### src/rtl/data_write_buffer_if.sv
// Bundle of the MEM-stage core port, the status readouts and the data-memory
// port of the posted-write buffer.
interface data_write_buffer_if #(
    parameter int DEPTH = 4
);
    localparam int CW = $clog2(DEPTH) + 1;

    logic          core_wen;
    logic          core_ren;
    logic [31:0]   core_addr;
    logic [31:0]   core_wdata;
    logic [31:0]   core_rdata;

    logic          wbuf_full;
    logic          wbuf_empty;
    logic          overflow;
    logic [CW-1:0] wbuf_count;

    logic          mem_wreq;
    logic [31:0]   mem_waddr;
    logic [31:0]   mem_wdata;
    logic          mem_wack;
    logic [31:0]   mem_raddr;
    logic [31:0]   mem_rdata;

    // Core and memory side together: drives requests and acks, reads results.
    modport master (
        output core_wen, core_ren, core_addr, core_wdata, mem_wack, mem_rdata,
        input  core_rdata, wbuf_full, wbuf_empty, overflow, wbuf_count,
        input  mem_wreq, mem_waddr, mem_wdata, mem_raddr
    );

    modport slave (
        input  core_wen, core_ren, core_addr, core_wdata, mem_wack, mem_rdata,
        output core_rdata, wbuf_full, wbuf_empty, overflow, wbuf_count,
        output mem_wreq, mem_waddr, mem_wdata, mem_raddr
    );
endinterface

### src/rtl/data_write_buffer.sv
// Posted-write FIFO between the MEM stage and data memory, with store-to-load
// forwarding from the youngest queued store to the same word.
module data_write_buffer #(
    parameter int DEPTH = 4
) (
    input  logic                clk,
    input  logic                rst_n,
    data_write_buffer_if.slave  bus
);
    localparam int PW = $clog2(DEPTH);
    localparam int CW = PW + 1;

    logic [31:0]   addr_q [DEPTH];
    logic [31:0]   data_q [DEPTH];
    logic [PW-1:0] head_q, head_d;
    logic [PW-1:0] tail_q, tail_d;
    logic [CW-1:0] count_q, count_d;
    logic          overflow_q, overflow_d;

    logic          empty;
    logic          full;
    logic          drain;
    logic          enq_ok;
    logic          drop;
    logic          fwd_hit;
    logic [31:0]   fwd_data;
    logic [PW-1:0] fwd_idx;

    assign empty  = (count_q == '0);
    assign full   = (count_q == CW'(DEPTH));
    assign drain  = !empty && bus.mem_wack;
    // A full buffer still takes a store when the head retires on the same edge.
    assign enq_ok = bus.core_wen && (!full || drain);
    assign drop   = bus.core_wen && full && !drain;

    always_comb begin
        head_d     = head_q;
        tail_d     = tail_q;
        count_d    = count_q;
        overflow_d = overflow_q;
        if (drain) begin
            head_d = head_q + PW'(1);
        end
        if (enq_ok) begin
            tail_d = tail_q + PW'(1);
        end
        if (enq_ok && !drain) begin
            count_d = count_q + CW'(1);
        end else if (drain && !enq_ok) begin
            count_d = count_q - CW'(1);
        end
        if (drop) begin
            overflow_d = 1'b1;
        end
    end

    always_ff @(posedge clk) begin
        if (!rst_n) begin
            head_q     <= '0;
            tail_q     <= '0;
            count_q    <= '0;
            overflow_q <= 1'b0;
        end else begin
            head_q     <= head_d;
            tail_q     <= tail_d;
            count_q    <= count_d;
            overflow_q <= overflow_d;
        end
    end

    // Entry contents are don't-care after reset; only pointers and count matter.
    always_ff @(posedge clk) begin
        if (enq_ok) begin
            addr_q[tail_q] <= bus.core_addr;
            data_q[tail_q] <= bus.core_wdata;
        end
    end

    // Walk oldest to youngest so the last valid match wins.
    always_comb begin
        fwd_hit  = 1'b0;
        fwd_data = '0;
        fwd_idx  = '0;
        for (int i = 0; i < DEPTH; i++) begin
            fwd_idx = head_q + PW'(i);
            if ((CW'(i) < count_q) && (addr_q[fwd_idx][31:2] == bus.core_addr[31:2])) begin
                fwd_hit  = 1'b1;
                fwd_data = data_q[fwd_idx];
            end
        end
    end

    assign bus.core_rdata = !bus.core_ren ? 32'h0 : (fwd_hit ? fwd_data : bus.mem_rdata);
    assign bus.mem_raddr  = bus.core_addr;

    assign bus.mem_wreq   = !empty;
    assign bus.mem_waddr  = empty ? 32'h0 : addr_q[head_q];
    assign bus.mem_wdata  = empty ? 32'h0 : data_q[head_q];

    assign bus.wbuf_full  = full;
    assign bus.wbuf_empty = empty;
    assign bus.overflow   = overflow_q;
    assign bus.wbuf_count = count_q;
endmodule

### src/flat_wrapper.sv
// flat-port wrapper written by rule: the top's interface ports become plain ports
module data_write_buffer_flat 
#(
    parameter int DEPTH = 4
)
  (clk, rst_n, bus_core_wen, bus_core_ren, bus_core_addr, bus_core_wdata, bus_mem_wack, bus_mem_rdata, bus_core_rdata, bus_wbuf_full, bus_wbuf_empty, bus_overflow, bus_wbuf_count, bus_mem_wreq, bus_mem_waddr, bus_mem_wdata, bus_mem_raddr);
  data_write_buffer_if #(.DEPTH(DEPTH)) bus_i ();
  input  logic clk;
  input  logic rst_n;
  input wire logic [$bits(bus_i.core_wen)-1:0] bus_core_wen;
  input wire logic [$bits(bus_i.core_ren)-1:0] bus_core_ren;
  input wire logic [$bits(bus_i.core_addr)-1:0] bus_core_addr;
  input wire logic [$bits(bus_i.core_wdata)-1:0] bus_core_wdata;
  input wire logic [$bits(bus_i.mem_wack)-1:0] bus_mem_wack;
  input wire logic [$bits(bus_i.mem_rdata)-1:0] bus_mem_rdata;
  output wire logic [$bits(bus_i.core_rdata)-1:0] bus_core_rdata;
  output wire logic [$bits(bus_i.wbuf_full)-1:0] bus_wbuf_full;
  output wire logic [$bits(bus_i.wbuf_empty)-1:0] bus_wbuf_empty;
  output wire logic [$bits(bus_i.overflow)-1:0] bus_overflow;
  output wire logic [$bits(bus_i.wbuf_count)-1:0] bus_wbuf_count;
  output wire logic [$bits(bus_i.mem_wreq)-1:0] bus_mem_wreq;
  output wire logic [$bits(bus_i.mem_waddr)-1:0] bus_mem_waddr;
  output wire logic [$bits(bus_i.mem_wdata)-1:0] bus_mem_wdata;
  output wire logic [$bits(bus_i.mem_raddr)-1:0] bus_mem_raddr;
  assign bus_i.core_wen = bus_core_wen;
  assign bus_i.core_ren = bus_core_ren;
  assign bus_i.core_addr = bus_core_addr;
  assign bus_i.core_wdata = bus_core_wdata;
  assign bus_i.mem_wack = bus_mem_wack;
  assign bus_i.mem_rdata = bus_mem_rdata;
  assign bus_core_rdata = bus_i.core_rdata;
  assign bus_wbuf_full = bus_i.wbuf_full;
  assign bus_wbuf_empty = bus_i.wbuf_empty;
  assign bus_overflow = bus_i.overflow;
  assign bus_wbuf_count = bus_i.wbuf_count;
  assign bus_mem_wreq = bus_i.mem_wreq;
  assign bus_mem_waddr = bus_i.mem_waddr;
  assign bus_mem_wdata = bus_i.mem_wdata;
  assign bus_mem_raddr = bus_i.mem_raddr;
  data_write_buffer #(.DEPTH(DEPTH)) u_core (.clk(clk), .rst_n(rst_n), .bus(bus_i));
endmodule
### config.mk
export PLATFORM = sky130hd
export DESIGN_NAME = data_write_buffer_flat
export DESIGN_NICKNAME = d
export VERILOG_FILES = /design/src/rtl/data_write_buffer_if.sv /design/src/rtl/data_write_buffer.sv /design/src/flat_wrapper.sv
export SDC_FILE = /design/constraint.sdc
export NUM_CORES = 1
export LEC_CHECK = 0
export BUFFER_PORTS_ARGS = -buffer_cell sky130_fd_sc_hd__clkbuf_2
export CORE_UTILIZATION = 59
export CTS_CLUSTER_SIZE = 16
export DETAILED_ROUTE_END_ITERATION = 8
export PLACE_DENSITY = 0.83
export RECOVER_POWER = 25
export SYNTH_ARGS = -nofsm -noshare
export SYNTH_HDL_FRONTEND = slang
export SYNTH_SLANG_ARGS = --single-unit
export TNS_END_PERCENT = 1
### constraint.sdc
create_clock -name clk -period 4.2 [get_ports clk]
set_input_delay 0.84 -clock clk [delete_from_list [all_inputs] [get_ports clk]]
set_output_delay 0.84 -clock clk [all_outputs]
set_load 0.02 [all_outputs]
### After elaboration in Yosys (flattened, before gate mapping)

Memories as Yosys holds them, arrays and structs flattened. A register that Yosys moved wholly into a read port is not among the register bits.
Index checks and enable logic that the tools add are counted.

| cells by class | value |
|---|---|
| add/subtract/negate cells | 6 |
| multipliers | 0 |
| div/mod/pow operators | 0 |
| magnitude comparators | 4 |
| equal/unequal tests | 5 |
| shift-type cells | 0 |
| mux-type cells | 20 |
| bitwise logic cells | 0 |
| reduce and logical (&&, ||, !) cells | 17 |

Operator list:

| kind | count |
|---|---|
| $mux W32 | 8 |
| $eq A30 B30 Y1 | 4 |
| $logic_and A1 B1 Y1 | 10 |
| $mux W2 | 4 |
| $lt A1 B3 Y1 const A | 2 |
| $lt A2 B3 Y1 const A | 2 |
| $mux W1 | 6 |
| $mux W3 | 2 |
| $add A2 B1 Y2 const B | 2 |
| $add A2 B2 Y2 const B | 2 |
| $logic_not A1 Y1 | 4 |
| $add A3 B1 Y3 const B | 1 |
| $eq A3 B3 Y1 const B | 1 |
| $logic_not A3 Y1 | 1 |
| $sub A3 B1 Y3 const B | 1 |
| $reduce_bool A2 Y1 | 1 |
| $logic_or A1 B1 Y1 | 1 |

| word-level totals | value |
|---|---|
| flip-flop bits (word level) | 8 |
| bits in latches | 0 |
| RAM bits | 256 |
| bits in read-only memories | 0 |
| bits of input ports | 101 |
| output and inout port bits | 135 |
| logic and storage cells | 58 |
| memories kept | 2 |

Memories:

| memory | depth | bits a word | rd ports | clocked after Yosys merged registers in | wr ports | line | text |
|---|---|---|---|---|---|---|---|
| u_core.addr_q | 4 | 32 | 4 | 1 | 1 | data_write_buffer.sv:13 | `logic [31:0] addr_q [DEPTH];` |
| u_core.data_q | 4 | 32 | 4 | 1 | 1 | data_write_buffer.sv:14 | `logic [31:0] data_q [DEPTH];` |

### Logic depth before layout (Yosys ltp)

Gate-level depths: netlist of the first run.

| logic depth | value |
|---|---|
| depth after elaboration | 9 |
| mapped depth | 16 |
| mapped depth without buffers | 11 |

### Worst setup path after synthesis of the first run

No wires, ideal clock.

| timing path | value |
|---|---|
| path type | input port to output port |
| start | input port bus_core_addr[9] |
| end | output port bus_core_rdata[10] |
| data arrival time | 3.315 ns |
| data required time | 3.360 ns |
| setup slack | 0.045 ns |
| stages on the path | 10 |
| path buffers | 3 |
| cell sequence | clkbuf_1 o21ai_0 nor4_1 o2bb2ai_1 or4_1 or2_1 buf_2 buf_1 o221ai_2 a32o_1 |

| on the way | value |
|---|---|
| cells in the longest elaborated chain, start to end | 8 |
| elaborated cells between the ends (all ways) | 18 |
| those cells by class | eq/ne (4); mux (10); reduce/logical (4) |

Ends and longest elaborated chain:

| what | line | text |
|---|---|---|
| start: declaration | flat_wrapper.sv:12 | `input wire logic [$bits(bus_i.core_addr)-1:0] bus_core_addr;` |
| $eq A30 B30 Y1 | data_write_buffer.sv:86 | `if ((CW'(i) < count_q) && (addr_q[fwd_idx][31:2] == bus.core_addr[31:2])) begin` |
| $logic_and A1 B1 Y1 | data_write_buffer.sv:86 |  |
| $mux W32 or $mux W1 (tied branches) (4 in series) | data_write_buffer.sv:86 |  |
| $mux W32 (*) (2 in series) | data_write_buffer.sv:93 | `assign bus.core_rdata = !bus.core_ren ? 32'h0 : (fwd_hit ? fwd_data : bus.mem_rdata);` |
| end: declaration | flat_wrapper.sv:16 | `output wire logic [$bits(bus_i.core_rdata)-1:0] bus_core_rdata;` |

Mark *: on every way between the ends. The rest lies on a longest branch, timed or not.

==> results of run 1 <==
[registers in the layout, summed over array words and instances, names as in the netlist, named ones only]
register / cells
u_core.data_q: 128
u_core.addr_q: 128
u_core.head_q: 2
u_core.tail_q: 2
u_core.bus.overflow: 1
u_core.bus.wbuf_count: 3
[kinds of logic after synthesis]
| logic type | count (synthesis) | share of synthesized area [%] |
|---|---|---|
| XOR/XNOR | 118 | 5.67 |
| flip-flops | 266 | 43.3 |
| buffers and inverters | 216 | 6.25 |
| AND/OR/NAND/NOR | 299 | 8.36 |
| adder cells (fa/ha/maj) | 9 | 0.618 |
| AO/OA/AOI/OAI | 272 | 11.7 |
| multiplexers | 332 | 24.1 |
[power by group]
group	internal, W	total, W	switching [W]
clock	0.00154	0.00261	0.00107
combinational	0.00261	0.00639	0.00377
sequential	0.00319	0.00338	0.000188
[layout by cell type, fill, tap and decap left out, types with 7 or more instances in the layout]
cell       instances
xnor2_1           63
clkbuf_1          52
a22o_1            32
and2_1            35
nor4_2             7
edfxtp_1         256
a32o_1            31
o21ai_0           11
mux2i_2           10
nand4_1           14
mux4_2            78
clkbuf_4           9
clkbuf_16         30
a21oi_1          108
buf_4            214
buf_6             11
ha_1               9
nand2_1           41
clkbuf_2         163
inv_1             41
xor2_1            48
mux2i_1          207
buf_12            26
nor3_1             7
nor2_1            81
o221ai_2          30
nor2b_1            9
nand3_1           68
clkinv_2           7
mux2_2            31
[per-layer routing]
metal | vias up | part of all wire (%) | track usage (%)
met3 | 165 | 9.9 | 6.71
met4 | 4 | 3.8 | 13.6
li1 | 6520 | - | -
met1 | 7463 | 39 | 47.8
met2 | 957 | 47 | 56.0
met5 | - | 0.047 | 0
[critical path, stage by stage (launching register included)]
cell and delay [ns]:
dfxtp_4 0.38, buf_8 0.14, buf_6 0.18, buf_4 0.20, mux4_2 0.59, xnor2_2 0.20, nand4_1 0.26, nor2_2 0.20
nand4_1 0.27, nor3_4 0.35, nand2_4 0.15, buf_12 0.19, o221ai_2 0.13, a32o_1 0.22, buf_4 0.16
[cell type report]
type | count | area [um^2]
Clock inverter | 17 | 201
Sequential cell | 266 | 7900
Clock buffer | 37 | 766
Multi-Input combinational cell | 1030 | 9470
Antenna cell | 1 | 2.50
Inverter | 43 | 163
Fill cell | 1946 | 7580
Timing Repair Buffer | 479 | 3460
Tap cell | 390 | 488
[metrics by stage]
stage                     utilization [%]  std cells  worst slack [ns]  power, W
after floorplan                         -       1512            0.0448   0.00734
after global placement               69.5       2185            -0.360   0.00928
after detailed placement             69.5       2185            -0.374   0.00941
after CTS                            74.4       2258            -0.821    0.0122
after global routing                 74.7       2262            -0.916    0.0128
final                                74.7       2263            -0.867    0.0124
[worst paths after layout]
path                                              to
worst max-delay path              bus_core_rdata[17]
worst min-delay path             u_core.bus.overflow
worst max register to register  u_core.addr_q[3][15]
worst min register to register   u_core.bus.overflow
[what timing repair did]
item	CTS	global route
pin swaps	14	13
cloned	1	1
gates resized for setup	69	48
buffers inserted	18	3
endpoints found under the setup margin	32	32
==> results.yml, run 1 <==
run_status:
  status: "complete, but fails checks"
  violations: "negative setup slack"
die:
  die_w_um: 178
  ios: 236
  design.core.area_um2: 30000
  floorplan.rows: 63
  start_util_pct: 60.7
  die-area_um2: 31600
  die_height_um: 178
drt:
  wirelength_um: 56900
  drt_iter0_drc: 1819
  drtPass1Iterations: 5
  via_per_inst: 6.68
  route.detailed.drc: 0
  wire_per_inst_um: 25.1
  num_vias: 15100
  ant_nets: 0
yosys:
  syn_nets: 1622
  synthTopCellsByCount: "edfxtp_1, mux2i_1, a21oi_1"
  ys_ff_latch: 266
  syn-cell-area_um2: 18200
  yosys-top-cells-area: "edfxtp_1, mux2i_1, mux4_2"
  yosys_warnings: 0
  synth_top_area_cell: "edfxtp_1"
  async_reset_ff_share_pct: 0
  synth_edf_count: 256
  syn_inst: 1512
  ys_types: 66
  ys_seq_area_share_pct: 43.3
  yosysMostFrequentCell: "edfxtp_1"
  synth_top_area_share_pct: 42.2
  postSynthAreaPerCell_um2: 12.1
  synth_flop_cell: "edfxtp_1"
job:
  cap_violations: 0
sta:
  tightestPinTransition_ns: 0.832
  fin_crit_sh_pct: 121
  tns_ns: -26.21
  fin_ws_ns: -0.867
  hold_violations: 0
  rsz0062_at_grt: "true"
  fmax_ghz: 0.197
  finalCriticalPeriod_ns: 5.07
  setup_violations: 32
  drv_slew: 0
  whs_ns: 0.504
  finClkSkew_ns: 0.0198
  slew_headroom_pct: 44.5
placement:
  hpwlAfterDp_um: 39100
  place_area_um2: 20900
  io_buffer_count: 235
  place.gp.congestion: 0.969
grt:
  grt-ovfl-total: 0
  antenna_found_initial: 2
  grt_pass1_wl_um: 84100
  grt_max_degree: 68
  grt_pass1_vias: 14500
  track_usage_pct: 35.2
cells_and_area:
  nNetsFinal: 1959
  drive_gt1_share_pct: 35.8
  stdcell_area_um2: 22400
  syn_to_final_growth_pct: 23.2
power:
  p_per_area_nw_per_um2: 551
  ir_drop_mv: 0.371
  leakagePower_nw: 7.94
setup_path:
  crit_required_ns: 3.36
  cp.arrival_ns: 4.23
  critical_path_class: "reg2out"
  reg2regPathDepth: 8
  rrSetupSlack_ns: 1.40
  critPathMaxFanout: 18
  end_kind: "output pin"
  cp-start-kind: "flop"
  reg2reg_from: "u_core.bus.wbuf_count[0]"
clock_network:
  cts.sink_count: 266
  cts-root-buf: "clkbuf_16"
  clk_path_buf_depth: 3
  cts_made_buffers: 29
  path_clk_slew_ns: 0.06
  clkLatencyLatePin_ns: 0.58
  holdBufCountCts: 0
  cts_max_level: 1
  cts_tree: "yes"
min_path:
  hp-start: "u_core.bus.overflow"
  hold_depth: 2
  hold_path_class: "reg2reg"
Power figures use the tool's default switching activity.
==> run 2, diff against run 1 <==
--- a/config.mk
+++ b/config.mk
@@ -9,7 +9,7 @@
 export CORE_UTILIZATION = 59
 export CTS_CLUSTER_SIZE = 16
 export DETAILED_ROUTE_END_ITERATION = 8
-export PLACE_DENSITY = 0.83
+export PLACE_DENSITY = 0.86
 export RECOVER_POWER = 25
 export SYNTH_ARGS = -nofsm -noshare
 export SYNTH_HDL_FRONTEND = slang
==> run 2 against run 1 <==
Compared with the run above:
- the flow still finishes with violations (negative setup slack)
- critical path depth rose by 5
- global-route usage increased by 0.46 points
- power shrank 0.38%
- critical path type unchanged
==> results.yml, run 2 (synthesis gave the netlist of run 1 again) <==
min_path:
  hp-start: "bus_core_wdata[20]"
  hold_depth: 1
  hold_end: "u_core.data_q[3][20]"
  hold_path_class: "in2reg"
run_status:
  violations: "negative setup slack"
  status: "complete, but fails checks"
placement:
  io_buffer_count: 235
  dp_cells: 2193
  place.gp.congestion: 0.984
  hpwlAfterDp_um: 38500
drt:
  route.detailed.drc: 0
  num_vias: 15400
  ant_nets: 0
  drt_iter0_drc: 1956
  wire_per_inst_um: 25.8
  drtPass1Iterations: 8
  via_per_inst: 6.76
  wirelength_um: 58800
clock_network:
  cts_max_level: 1
  clkLatencyLatePin_ns: 0.57
  cts.sink_count: 266
  cts-root-buf: "clkbuf_16"
  path_clk_slew_ns: 0.06
  cts_made_buffers: 28
  cts_tree: "yes"
  clk_path_buf_depth: 3
sta:
  tightestPinTransition_ns: 1.03
  tns_ns: -26.74
  fmax_ghz: 0.197
  setup_violations: 32
  fin_ws_ns: -0.872
  fin_crit_sh_pct: 121
  finalCriticalPeriod_ns: 5.07
  rsz0062_at_grt: "true"
  hold_violations: 0
  slew_headroom_pct: 31.0
  finClkSkew_ns: 0.00770
  drv_slew: 0
setup_path:
  reg2regPathDepth: 8
  end_kind: "output pin"
  critical_path_class: "reg2out"
  reg2reg_from: "u_core.bus.wbuf_count[0]"
  crit_required_ns: 3.36
  cp.arrival_ns: 4.23
  r2r_end: "u_core.addr_q[1][29]"
  rrSetupSlack_ns: 1.48
  critPathMaxFanout: 10
  cp-start-kind: "flop"
die:
  design.core.area_um2: 30000
  ios: 236
  die-area_um2: 31600
  die_w_um: 178
  floorplan.rows: 63
  start_util_pct: 60.7
  die_height_um: 178
grt:
  grt_pass1_wl_um: 85200
  grt_pass1_vias: 14800
  grt_max_degree: 95
  track_usage_pct: 35.6
  grt-ovfl-total: 0
  antenna_found_initial: 1
power:
  p_per_area_nw_per_um2: 543
  p_switching_w: 0.00508
  sw_frac_of_total_pct: 41.2
  p_seq_share_pct: 27.6
  ir_drop_mv: 0.452
  pwr-share-clk_pct: 19.4
  p_total_w: 0.0123
  combPwrFrac_pct: 53.0
  p_int_w: 0.00725
  leakagePower_nw: 8.09
cells_and_area:
  layoutNonFillerInstCount: 2283
  nNetsFinal: 1983
  drive_gt1_share_pct: 36.2
  final_util_pct: 75.6
  final_common_cell: "edfxtp_1"
  mostFrequentLayoutCells: "edfxtp_1, buf_4, mux2i_1, clkbuf_2, a21oi_1"
  syn_to_final_growth_pct: 24.6
job:
  cap_violations: 0
run 2: how the worst max path moves through the flow:
stage,startpoint,end,slack [ns]
floorplan,bus_core_addr[9],bus_core_rdata[10],0.04
global placement,u_core.head_q[1],bus_core_rdata[31],-0.37
detailed placement,u_core.head_q[0],bus_core_rdata[20],-0.42
CTS,flop,bus_core_rdata[0],-0.83
global route,flop,bus_core_rdata[16],-1.0
finish,u_core.head_q[1],bus_core_rdata[1],-0.87
run 2: layout make-up:
type                       instances  area (um^2)
multi-input combinational       1030         9460
sequential                       266         7900
fill                            1856         7330
timing repair buffer             504         3810
clock buffer                      37          734
tap                              390          488
inverter                          43          169
clock inverter                    12          134
antenna                            1         2.50
run 2: routing by layer:
metal / GRT usage (%) / up-vias / part of all wire, %
met1: 48.3 / 7472 / 38
met2: 57.1 / 1203 / 46
li1: - / 6541 / -
met5: 0 / - / 0
met3: 6.88 / 226 / 12
met4: 13.2 / 0 / 4.3
run 2: critical path, stage by stage (launching register included):
cell	delay, ns
dfxtp_4	0.46
buf_12	0.16
buf_4	0.11
buf_4	0.16
mux2i_4	0.24
buf_4	0.13
xor2_1	0.20
o2111ai_1	0.20
a22oi_2	0.24
o2111ai_4	0.15
nor4b_4	0.29
buf_4	0.17
buf_12	0.15
buf_6	0.11
buf_4	0.11
nor4_4	0.04
buf_6	0.16
buf_12	0.14
a32o_1	0.23
buf_2	0.17
run 2: metrics by stage:
stage	worst slack, ns	hold slack [ns]	area (um^2)
finish	-0.872	0.520	22700
global route	-0.997	0.519	22700
CTS	-0.830	0.460	22300
detailed placement	-0.422	0.540	21000
global placement	-0.374	0.477	21000
floorplan	0.0448	0.528	18200
run 2: what timing repair did:
item / 4_1_cts / 5_1_grt
cloned: 4 / 5
setup buffers: 16 / 17
setup endpoints to repair: 32 / 32
resized for setup: 32 / 101
hold buffers: 0 / 0
pin swaps: 7 / 22
run 2: power by group through the flow:
stage,Sequential [W],Combinational (W),Clock (W)
floorplan,0.00338,0.00397,0
global placement,0.00345,0.00582,0
detailed placement,0.00347,0.00592,0
CTS,0.00338,0.00620,0.00241
global route,0.00342,0.00685,0.00251
finish,0.00340,0.00654,0.00240
